[src/rtl/mem_access_unit_pkg.sv]
// Shared definitions for the byte-serial memory access unit: FSM states,
// access-size codes and the beat-count helper.
package mem_access_unit_pkg;

  typedef enum logic [1:0] {
    IDLE = 2'd0,
    XFER = 2'd1,
    TAIL = 2'd2,
    DONE = 2'd3
  } ma_state_e;

  localparam logic [1:0] TRUNK_WORD = 2'b00;
  localparam logic [1:0] TRUNK_HALF = 2'b01;
  localparam logic [1:0] TRUNK_BYTE = 2'b10;

  // Index of the final beat (N-1); code 11 is treated as a word access.
  function automatic logic [1:0] last_beat(input logic [1:0] trunk);
    case (trunk)
      TRUNK_HALF: return 2'd1;
      TRUNK_BYTE: return 2'd0;
      default:    return 2'd3;
    endcase
  endfunction

endpackage

[src/rtl/mem_access_unit_load_extender.sv]
// Sign/zero extension of an assembled load value according to access size.
module load_extender
  import mem_access_unit_pkg::*;
(
  input  logic [31:0] acc,
  input  logic [1:0]  trunk,
  input  logic        is_signed,
  output logic [31:0] result
);

  always_comb begin
    result = acc;
    case (trunk)
      TRUNK_BYTE: result = {{24{is_signed & acc[7]}}, acc[7:0]};
      TRUNK_HALF: result = {{16{is_signed & acc[15]}}, acc[15:0]};
      default:    result = acc;
    endcase
  end

endmodule

[src/rtl/mem_access_unit.sv]
// Serialises 32/16/8-bit loads and stores onto an 8-bit synchronous RAM,
// one byte per cycle, big-endian, stalling the pipeline while it works.
module mem_access_unit
  import mem_access_unit_pkg::*;
#(
  parameter int ADDR_W = 10
) (
  input  logic              I_MA_CLK,
  input  logic              I_MA_RST,
  input  logic              I_MA_MemRead,
  input  logic              I_MA_MemWrite,
  input  logic [1:0]        I_MA_Trunk,
  input  logic              I_MA_signed,
  input  logic [31:0]       I_MA_ADDR,
  input  logic [31:0]       I_MA_WDATA,
  output logic [31:0]       O_MA_RDATA,
  output logic              O_MA_BUSY,
  output logic              O_MA_DONE,
  output logic [ADDR_W-1:0] O_MA_RAM_ADDR,
  output logic              O_MA_RAM_WE,
  output logic [7:0]        O_MA_RAM_WDATA,
  input  logic [7:0]        I_MA_RAM_RDATA
);

  ma_state_e          state;
  logic [1:0]         cnt;
  logic [ADDR_W-1:0]  base;
  logic [31:0]        wdata_q;
  logic [1:0]         trunk_q;
  logic               signed_q;
  logic               is_store;
  logic [31:0]        acc;
  logic [31:0]        rdata_q;
  logic               done_q;

  logic               req;
  logic [1:0]         last;
  logic [1:0]         byte_idx;
  logic [31:0]        acc_next;
  logic [31:0]        ext_result;

  logic unused_bits;
  assign unused_bits = &{1'b0, I_MA_ADDR[31:ADDR_W], acc[31:24]};

  assign req      = I_MA_MemRead | I_MA_MemWrite;
  assign last     = last_beat(trunk_q);
  assign byte_idx = last - cnt;
  // The final load byte arrives during TAIL, so extension works on the
  // accumulator with that byte already shifted in.
  assign acc_next = {acc[23:0], I_MA_RAM_RDATA};

  load_extender u_load_extender (
    .acc       (acc_next),
    .trunk     (trunk_q),
    .is_signed (signed_q),
    .result    (ext_result)
  );

  always_comb begin
    O_MA_RAM_ADDR  = '0;
    O_MA_RAM_WE    = 1'b0;
    O_MA_RAM_WDATA = 8'h00;
    if (state == XFER) begin
      O_MA_RAM_ADDR  = base + ADDR_W'(cnt);
      O_MA_RAM_WE    = is_store;
      O_MA_RAM_WDATA = wdata_q[{byte_idx, 3'b000} +: 8];
    end
  end

  // Stall is raised in the accept cycle itself so the pipeline freezes
  // before the request operands change.
  assign O_MA_BUSY = ~I_MA_RST &
                     (((state == IDLE) & req) | (state == XFER) | (state == TAIL));
  assign O_MA_DONE  = done_q;
  assign O_MA_RDATA = rdata_q;

  always_ff @(posedge I_MA_CLK or posedge I_MA_RST) begin
    if (I_MA_RST) begin
      state    <= IDLE;
      cnt      <= 2'd0;
      base     <= '0;
      wdata_q  <= 32'h0;
      trunk_q  <= TRUNK_WORD;
      signed_q <= 1'b0;
      is_store <= 1'b0;
      acc      <= 32'h0;
      rdata_q  <= 32'h0;
      done_q   <= 1'b0;
    end else begin
      done_q <= 1'b0;
      case (state)
        IDLE: begin
          if (req) begin
            base     <= I_MA_ADDR[ADDR_W-1:0];
            wdata_q  <= I_MA_WDATA;
            trunk_q  <= I_MA_Trunk;
            signed_q <= I_MA_signed;
            is_store <= I_MA_MemWrite;
            acc      <= 32'h0;
            cnt      <= 2'd0;
            state    <= XFER;
          end
        end
        XFER: begin
          // RAM data lags the address by one cycle, so beat k captures byte k-1.
          if (!is_store && cnt != 2'd0) begin
            acc <= acc_next;
          end
          if (cnt == last) begin
            cnt <= 2'd0;
            if (is_store) begin
              state  <= DONE;
              done_q <= 1'b1;
            end else begin
              state <= TAIL;
            end
          end else begin
            cnt <= cnt + 2'd1;
          end
        end
        TAIL: begin
          acc     <= acc_next;
          rdata_q <= ext_result;
          state   <= DONE;
          done_q  <= 1'b1;
        end
        DONE: begin
          state <= IDLE;
        end
        default: state <= IDLE;
      endcase
    end
  end

endmodule

[config.mk]
export PLATFORM = sky130hd
export DESIGN_NAME = mem_access_unit
export DESIGN_NICKNAME = d
export VERILOG_FILES = /design/src/rtl/mem_access_unit_pkg.sv /design/src/rtl/mem_access_unit_load_extender.sv /design/src/rtl/mem_access_unit.sv
export SDC_FILE = /design/constraint.sdc
export NUM_CORES = 1
export LEC_CHECK = 0
export CORE_UTILIZATION = 32
export DETAILED_ROUTE_END_ITERATION = 16
export PLACE_DENSITY = 0.55
export REMOVE_ABC_BUFFERS = 1
export SLEW_MARGIN = 20
export SYNTH_ARGS = -nofsm -noshare
export SYNTH_HDL_FRONTEND = slang
export SYNTH_SLANG_ARGS = --single-unit
[constraint.sdc]
create_clock -name I_MA_CLK -period 4.05 [get_ports I_MA_CLK]
set_clock_uncertainty 0.15 [all_clocks]
set_input_delay 0.6075 -clock I_MA_CLK [delete_from_list [all_inputs] [get_ports I_MA_CLK]]
set_output_delay 0.6075 -clock I_MA_CLK [all_outputs]
set_load 0.03 [all_outputs]
# Word-level counts from Yosys, hierarchy flattened
# Index checks and enable logic that the tools add are counted.
dict set report word_totals {
  reg_bits 107
  input_bits 79
  output_inout_bits 53
  word_cells 59
}
dict set report op_classes {
  addsub 3
  eq_ne 9
  shifts 1
  mux 18
  bitwise 8
  reduce_logical 10
}
# cell n
set ops {}
lappend ops {{24-bit one-hot mux with 3 select lines} 1}
lappend ops {{32-bit one-hot mux with 2 select lines} 1}
lappend ops {{24-bit 2-to-1 mux} 2}
lappend ops {{32-bit by 6-bit indexed part select with 8-bit output} 1}
lappend ops {{10-bit by 2-bit adder with 10-bit output} 1}
lappend ops {{10-bit 2-to-1 mux} 1}
lappend ops {{2-bit 2-to-1 mux} 4}
lappend ops {{8-bit 2-to-1 mux} 1}
lappend ops {{2-bit one-hot mux with 2 select lines} 2}
lappend ops {{2-bit one-hot mux with 4 select lines} 1}
lappend ops {{2-bit == test (second input constant)} 3}
lappend ops {{2-bit AND reduction} 3}
lappend ops {{1-bit bitwise AND} 4}
lappend ops {{2-bit by 1-bit == test with 1-bit output (second input constant)} 2}
lappend ops {{1-bit 2-to-1 mux} 4}
lappend ops {{2-bit by 1-bit != test with 1-bit output (second input constant)} 2}
lappend ops {{2-bit nonzero test} 2}
lappend ops {{1-bit bitwise OR} 3}
lappend ops {{3-bit AND reduction} 1}
lappend ops {{3-bit nonzero test} 1}
lappend ops {{2-bit by 1-bit adder with 2-bit output (second input constant)} 1}
lappend ops {{2-bit == test} 1}
lappend ops {{2-bit logical NOT} 1}
lappend ops {{2-bit != test (second input constant)} 1}
lappend ops {{5 further kinds} 5}

# Depth between registers and ports, before layout
# Gate-level depths: netlist of run 1.
dict set report logic_depth {
  ltp_word 5
  depth_mapped 7
  mapped_depth_nobuf 6
}

# Hierarchy
# Synthesis of run 1 repeated with hierarchy kept, for this count alone.
dict set report hier_totals {
  cells_unflattened 430
  hier_area_um2 5287.6
}
# module n_inst cells_per_inst area_each_um2 seq_area_each_um2
set modules_own_cells {}
lappend modules_own_cells {mem_access_unit 1 368 4907.2 2677.6}
lappend modules_own_cells {load_extender 1 62 380.4 0.0}

# Worst setup path before layout of run 1
# Ideal clock, no wire load.
dict set report synth_path {
  path_type {register -> output}
  startpoint {register trunk_q[0]}
  endpoint {output port O_MA_RAM_WDATA[1]}
  arrival_time_ps 1931
  required_ps 3293
  slack_ps 1362
  stages_incl_launch_ff 7
  path_buffers 1
  path_cell_list {dfrtp_1 inv_1 ha_1 ha_1 buf_2 mux4_1 and2_1}
}
dict set report synth_between {
  elab_chain_cells 5
  word_cells_on_any_way 6
  classes_between {add/sub (1); eq/ne (2); shift (1); mux (2)}
}
# item line_no
set synth_lines {}
lappend synth_lines {{from (decl)} mem_access_unit.sv:29} ;# logic [1:0] trunk_q;
lappend synth_lines {{from (signal assigned)} mem_access_unit.sv:96} ;# trunk_q <= I_MA_Trunk;
lappend synth_lines {{2-bit == test / 2-bit by 1-bit == test with 1-bit output (equally long branches)} mem_access_unit_pkg.sv:18} ;# case (trunk)
lappend synth_lines {{2-bit one-hot mux with 2 select lines (*)} mem_access_unit_pkg.sv:18}
lappend synth_lines {{2-bit subtractor (*)} mem_access_unit.sv:47} ;# assign byte_idx = last - cnt;
lappend synth_lines {{32-bit by 6-bit indexed part select with 8-bit output (*)} mem_access_unit.sv:66} ;# O_MA_RAM_WDATA = wdata_q[{byte_idx, 3'b000} +: 8];
lappend synth_lines {{8-bit 2-to-1 mux (*)} mem_access_unit.sv:63} ;# if (state == XFER) begin
lappend synth_lines {{to (decl)} mem_access_unit.sv:21} ;# output logic [7:0] O_MA_RAM_WDATA,
# Mark *: on every way between the ends. The rest lies on a longest branch, timed or not.

# Worst setup path in the final report of run 1
dict set report layout_path {
  startpoint {register trunk_q[0]}
  endpoint {output port O_MA_RAM_WDATA[7]}
}
# The elaborated chain is that of the path after synthesis.

==> impl_metrics.py, run 1 <==
metrics = {
    "run_status": {
        "status": "complete, no violations",
    },
    "die": {
        "io_pins": 132,
        "start_util_pct": 32.9,
        "dieHeight_um": 127,
        "core_area_mm2": 0.0153,
        "row_count": 45,
        "die_area_mm2": 0.0162,
        "die_w_um": 127,
    },
    "synth": {
        "syn-cell-area_mm2": 0.00502,
        "synth_seq_area_share_pct": 53.3,
        "synth_edf_count": 0,
        "ys.warnings.count": 0,
        "syn_inst": 431,
        "synthArstFlopShare_pct": 100,
        "ys_dominant_reg_cell": "dfrtp_1",
        "synth_cell_type_count": 43,
        "synth_seq_cells": 107,
        "avgSynthCellArea_um2": 11.7,
    },
    "global_route": {
        "grt_first_pass_wirelength_um": 19000,
        "grt_pass1_vias": 3642,
        "track_usage_pct": 15.4,
        "grt_max_degree": 58,
        "overflow": 0,
        "antenna_found_initial": 0,
    },
    "sta": {
        "fmax_ghz": 0.258,
        "setup_viol": 0,
        "tightest_slew_ps": 909,
        "fin_crit_ps": 3880,
        "finalHoldViolations": 0,
        "rsz0062_at_grt": "false",
        "slew_headroom_pct": 39.4,
        "min_period_over_period_pct": 95.7,
        "worst_slack_ps": 173,
        "slew_violations": 0,
        "hold_ws_ps": 348,
    },
    "power": {
        "p_switching_w": 0.00257,
        "combPwrFrac_pct": 53.6,
        "power_density_mw_per_mm2": 954,
        "sw_frac_of_total_pct": 40.2,
        "pwr-share-seq_pct": 30.1,
        "power.internal_w": 0.00382,
        "p_leak_nw": 2.89,
        "ir_drop_mv": 0.351,
        "power_w": 0.00638,
        "power.clock.fraction_pct": 16.3,
    },
    "finish": {
        "final_common_cell": "clkdlybuf4s50_1",
        "fillers": 1426,
        "diodes": 0,
        "final_cell_area_mm2": 0.00670,
        "drive_gt1_share_pct": 15.6,
        "final_util_pct": 43.9,
        "area_growth_pct": 33.3,
        "final_cell_mix": "clkdlybuf4s50_1 (109), dfrtp_1 (107), mux2_2 (53), nand2_1 (53), inv_1 (33)",
        "nNetsFinal": 625,
    },
    "worst_setup_path": {
        "worst_setup_path_start_kind": "flip-flop",
        "worst_path_dominant_cell_family": "adder cells",
        "cp.arrival_ps": 3120,
        "slowest_stage": "ha_1",
        "worst-path-stages": 6,
        "crit_fanout": 13,
        "path_cells": "inv_1, ha_1, ha_1, mux4_1, and2_1, clkdlybuf4s50_1",
        "reg2regPathDepth": 6,
        "slowest_delay_ps": 720,
        "crit_type": "reg -> out",
        "cp.buffers_inverters": 2,
        "critPathMostFrequentCell": "ha_1",
        "worstSetupEndpointType": "primary output",
        "cp.required_ps": 3290,
    },
    "route": {
        "dr.pass1.iters": 4,
        "initialDrtViolationCount": 154,
        "vias": 3447,
        "post_drt_wl_per_cell_um": 15.5,
        "drc_errors": 0,
        "finalWirelength_um": 11600,
        "vias_per_cell": 4.60,
        "ant_nets": 0,
    },
    "cts": {
        "root_buffer": "clkbuf_16",
        "clockBufferDepth": 2,
        "cts_resized": 0,
        "clk_latency_ps": 350,
        "ctsHoldBuffers": 0,
        "cts_htree_levels": 3,
        "cts_tree": "done",
        "cts_setup_buffers": 0,
        "cts_num_sinks": 107,
        "numCtsBuffers": 9,
        "cts.clk_slew.worst_paths_ps": 70,
    },
    "placement": {
        "place_congestion": 0.714,
        "portBuffers": 109,
        "pre_cts_slack_ps": 485,
        "hpwl_um": 7740,
        "place_area_mm2": 0.00633,
    },
    "min_path": {
        "hold_depth": 1,
        "hp-class": "reg -> reg",
    },
    "flow_run": {
        "max_cap_violations": 0,
    },
}
registers in the layout, summed over array words and instances, names as in the netlist:
name / flops
signed_q: 1
O_MA_DONE: 1
acc: 24
is_store: 1
wdata_q: 32
state: 2
base: 10
cnt: 2
trunk_q: 2
O_MA_RDATA: 32
cells in the mapped netlist, types with 2 or more instances:
cell type    n  area [um^2]
a211oi_1     2         15.0
a21oi_1     32          160
nor2_1      27          101
nand2_1     53          199
nand4b_1     2         17.5
nand3_1      3         15.0
o31ai_1      3         22.5
mux2_2      53          597
or2_2        2         12.5
mux4_1       8          210
inv_1       34          128
o211ai_1     2         15.0
o21ai_0      4         20.0
dfrtp_1    107         2680
buf_4        2         15.0
nand2b_1     2         12.5
xnor2_1      2         17.5
buf_1        2         7.51
or4_1        3         22.5
nand4_1      2         12.5
clkbuf_1    10         37.5
buf_2        9         45.0
mux2i_1     24          240
or3_1        2         12.5
and2_1      12         75.1
ha_1        12          150
stage by stage:
stage               TNS [ps]  instances
floorplan             -29520        407
detailed placement         0        733
finish                     0        749
global placement           0        733
CTS                        0        749
global route               0        749
worst reg2reg max path: cells and delay by family (launching register included):
family	cells	cell delay, ps
AO/OA/AOI/OAI	1	180
adder cells (fa/ha/maj)	2	920
buffers and inverters	1	70
flip-flops	1	370
multiplexers	1	300
AND/OR/NAND/NOR	1	190
area by class of cell:
cell class	count	area, um^2	share of cell area, %
multi-input combinational	266	2110	31.6
tap	211	264	3.94
clock inverter	4	95.1	1.42
clock buffer	12	267	3.98
inverter	34	130	1.94
sequential	107	2680	40.0
timing repair buffer	115	1150	17.2
routing by layer:
layer / global-route usage, % / vias up / part of all wire (%)
met5: 0 / - / 0
met4: 6.30 / 0 / 1.8
met3: 3.06 / 16 / 3.3
met2: 25.4 / 56 / 49
met1: 19.8 / 1705 / 46
li1: - / 1670 / -
power by group through the flow:
stage          Combinational (W)  Sequential [W]  Clock [W]
2_1_floorplan            0.00203         0.00219          0
3_3_place_gp             0.00338         0.00192          0
3_5_place_dp             0.00345         0.00194          0
4_1_cts                  0.00347         0.00193    0.00107
5_1_grt                  0.00371         0.00199    0.00112
6_report                 0.00342         0.00192    0.00104
logic make-up (layout without fill, tap and decap cells):
group,Yosys count,in the layout,synth area share [%]
simple gates,114,114,10.7
flops,107,107,53.3
mux,86,86,21.1
buf+inv,58,165,4.86
compound gates,49,49,5.63
fa+ha+maj,13,13,3.39
xor+xnor,4,4,1.02
path summary, 6_finish.rpt:
| path | start | slack [ps] | end |
|---|---|---|---|
| min in group asynchronous | I_MA_RST | 590 | O_MA_DONE |
| hold / removal | wdata_q[3] | 350 | wdata_q[3] |
| max in group asynchronous | I_MA_RST | 2400 | wdata_q[21] |
| setup / recovery | trunk_q[0] | 170 | O_MA_RAM_WDATA[7] |
| setup reg to reg | trunk_q[0] | 1770 | state[1] |
| hold reg to reg | wdata_q[3] | 350 | wdata_q[3] |
Power figures use the tool's default switching activity.
==> run 2, diff against run 1 <==
- CORE_UTILIZATION: 32 -> 38
- PLACE_DENSITY: 0.55 -> 0.63
==> run 2 against run 1 <==
  * Critical path type unchanged
  * Die area down 16%
  * Power down 3.5%
  * Largest cell class unchanged
  * Hold slack better by 1.7 ps
  * Register-to-register slack worse by 80 ps
==> impl_metrics.py, run 2 (synthesized netlist as in run 1, its figures left out) <==
metrics = {
    "worst_setup_path": {
        "worstSetupEndpointType": "primary output",
        "r2r-end": "state[1]",
        "cp.required_ps": 3290,
        "regToRegStartpoint": "trunk_q[0]",
        "crit_fanout": 9,
        "cp.arrival_ps": 3010,
        "r2r_setup_slack_ps": 1690,
        "crit_type": "reg -> out",
        "endpoint": "O_MA_RAM_WDATA[0]",
        "worstSetupStartpoint": "trunk_q[0]",
        "worst_setup_path_start_kind": "flip-flop",
        "reg2regPathDepth": 7,
    },
    "cts": {
        "numCtsBuffers": 9,
        "cts.clk_slew.worst_paths_ps": 70,
        "root_buffer": "clkbuf_16",
        "cts_resized": 0,
        "cts_num_sinks": 107,
        "clockBufferDepth": 2,
        "ctsHoldBuffers": 0,
        "cts_tree": "done",
        "clk_latency_ps": 340,
        "cts_setup_buffers": 0,
        "cts_htree_levels": 3,
    },
    "die": {
        "row_count": 41,
        "die_area_mm2": 0.0137,
        "die_w_um": 117,
        "io_pins": 132,
        "dieHeight_um": 117,
        "start_util_pct": 39.3,
        "core_area_mm2": 0.0128,
    },
    "finish": {
        "fillers": 1128,
        "area_growth_pct": 31.1,
        "final_common_cell": "clkdlybuf4s50_1",
        "drive_gt1_share_pct": 15.6,
        "final_cell_mix": "clkdlybuf4s50_1 (109), dfrtp_1 (107), mux2_2 (53), nand2_1 (53), inv_1 (33)",
        "diodes": 0,
        "nNetsFinal": 626,
    },
    "sta": {
        "fmax_ghz": 0.266,
        "slew_violations": 0,
        "fin_crit_ps": 3770,
        "min_period_over_period_pct": 93.0,
        "fin_setup_tns_ps": 0,
        "rsz0062_at_grt": "false",
        "finalHoldViolations": 0,
        "hold_ws_ps": 350,
        "setup_viol": 0,
        "slew_headroom_pct": 42.4,
        "tightest_slew_ps": 864,
    },
    "route": {
        "dr.pass1.iters": 4,
        "vias": 3453,
        "vias_per_cell": 4.86,
        "ant_nets": 0,
        "drc_errors": 0,
        "initialDrtViolationCount": 189,
        "finalWirelength_um": 10900,
        "post_drt_wl_per_cell_um": 15.4,
    },
    "power": {
        "power.internal_w": 0.00364,
        "combPwrFrac_pct": 55.0,
        "sw_frac_of_total_pct": 40.9,
        "power.clock.fraction_pct": 13.8,
        "power_density_mw_per_mm2": 936,
        "ir_drop_mv": 0.360,
        "p_switching_w": 0.00252,
        "p_leak_nw": 2.86,
        "pwr-share-seq_pct": 31.2,
    },
    "global_route": {
        "overflow": 0,
        "grt_first_pass_wirelength_um": 17800,
        "grt_pass1_vias": 3525,
        "antenna_found_initial": 0,
        "track_usage_pct": 17.2,
        "grt_max_degree": 59,
    },
    "flow_run": {
        "max_cap_violations": 0,
    },
    "run_status": {
        "status": "complete, no violations",
    },
    "placement": {
        "hpwl_um": 7470,
        "place_congestion": 0.754,
        "portBuffers": 109,
    },
    "min_path": {
        "hp-class": "reg -> reg",
    },
}
[run 2: cell types whose count changed in the layout (fill, tap and decap cells not counted)]
cell / delta
bufinv_16: -3
buf_4: +1
clkbuf_1: +1
clkinv_4: +1
clkinvlp_4: +1
[run 2: power groups by stage]
stage          Clock, W  Sequential (W)  Combinational, W
2_1_floorplan         0         0.00219           0.00203
3_3_place_gp          0         0.00191           0.00337
3_5_place_dp          0         0.00194           0.00342
4_1_cts        0.000868         0.00193           0.00343
5_1_grt        0.000910         0.00199           0.00370
6_report       0.000848         0.00192           0.00339
[run 2: stage by stage]
| stage | area [um^2] | std cells | setup slack (ps) | total power [W] | util, % |
|---|---|---|---|---|---|
| 2_1_floorplan | 4910 | 407 | -1570 | 0.00421 | - |
| 3_3_place_gp | 6290 | 695 | 677 | 0.00528 | 49.3 |
| 3_5_place_dp | 6290 | 695 | 631 | 0.00537 | 49.3 |
| 4_1_cts | 6580 | 711 | 254 | 0.00623 | 51.5 |
| 5_1_grt | 6580 | 711 | 137 | 0.00660 | 51.5 |
| 6_report | 6580 | 711 | 285 | 0.00616 | 51.5 |
[run 2: final cells by class]
class	count	area (um^2)	share of cell area, %
clock buffers	13	270	4.10
multi-input cells	266	2110	32.1
clock inverters	3	21.3	0.323
inverters	34	130	1.98
flip-flops and latches	107	2680	40.7
well taps	172	215	3.27
repair buffers	116	1160	17.6
[run 2: how the worst min path moves through the flow]
| stage | startpoint | to | slack, ps | depth (start not counted) |
|---|---|---|---|---|
| 2_1_floorplan | is_store | is_store | 310 | 2 |
| 3_3_place_gp | wdata_q[6] | wdata_q[6] | 330 | 1 |
| 3_5_place_dp | wdata_q[12] | wdata_q[12] | 340 | 1 |
| 4_1_cts | wdata_q[12] | wdata_q[12] | 350 | 1 |
| 5_1_grt | wdata_q[12] | wdata_q[12] | 360 | 1 |
| 6_report | wdata_q[0] | wdata_q[0] | 350 | 1 |
[run 2: critical path: stages (launching register included)]
cell and delay, ps:
dfrtp_1 370, inv_1 70, ha_1 200, ha_1 640, mux4_1 610, and2_1 160, clkdlybuf4s50_1 610
[run 2: metal layers]
| layer | track usage [%] | share of wire, % | vias up |
|---|---|---|---|
| li1 | - | - | 1660 |
| met1 | 23.0 | 46 | 1713 |
| met2 | 28.1 | 49 | 71 |
| met3 | 3.04 | 3.4 | 9 |
| met4 | 5.99 | 1.3 | 0 |
| met5 | 0 | 0 | - |
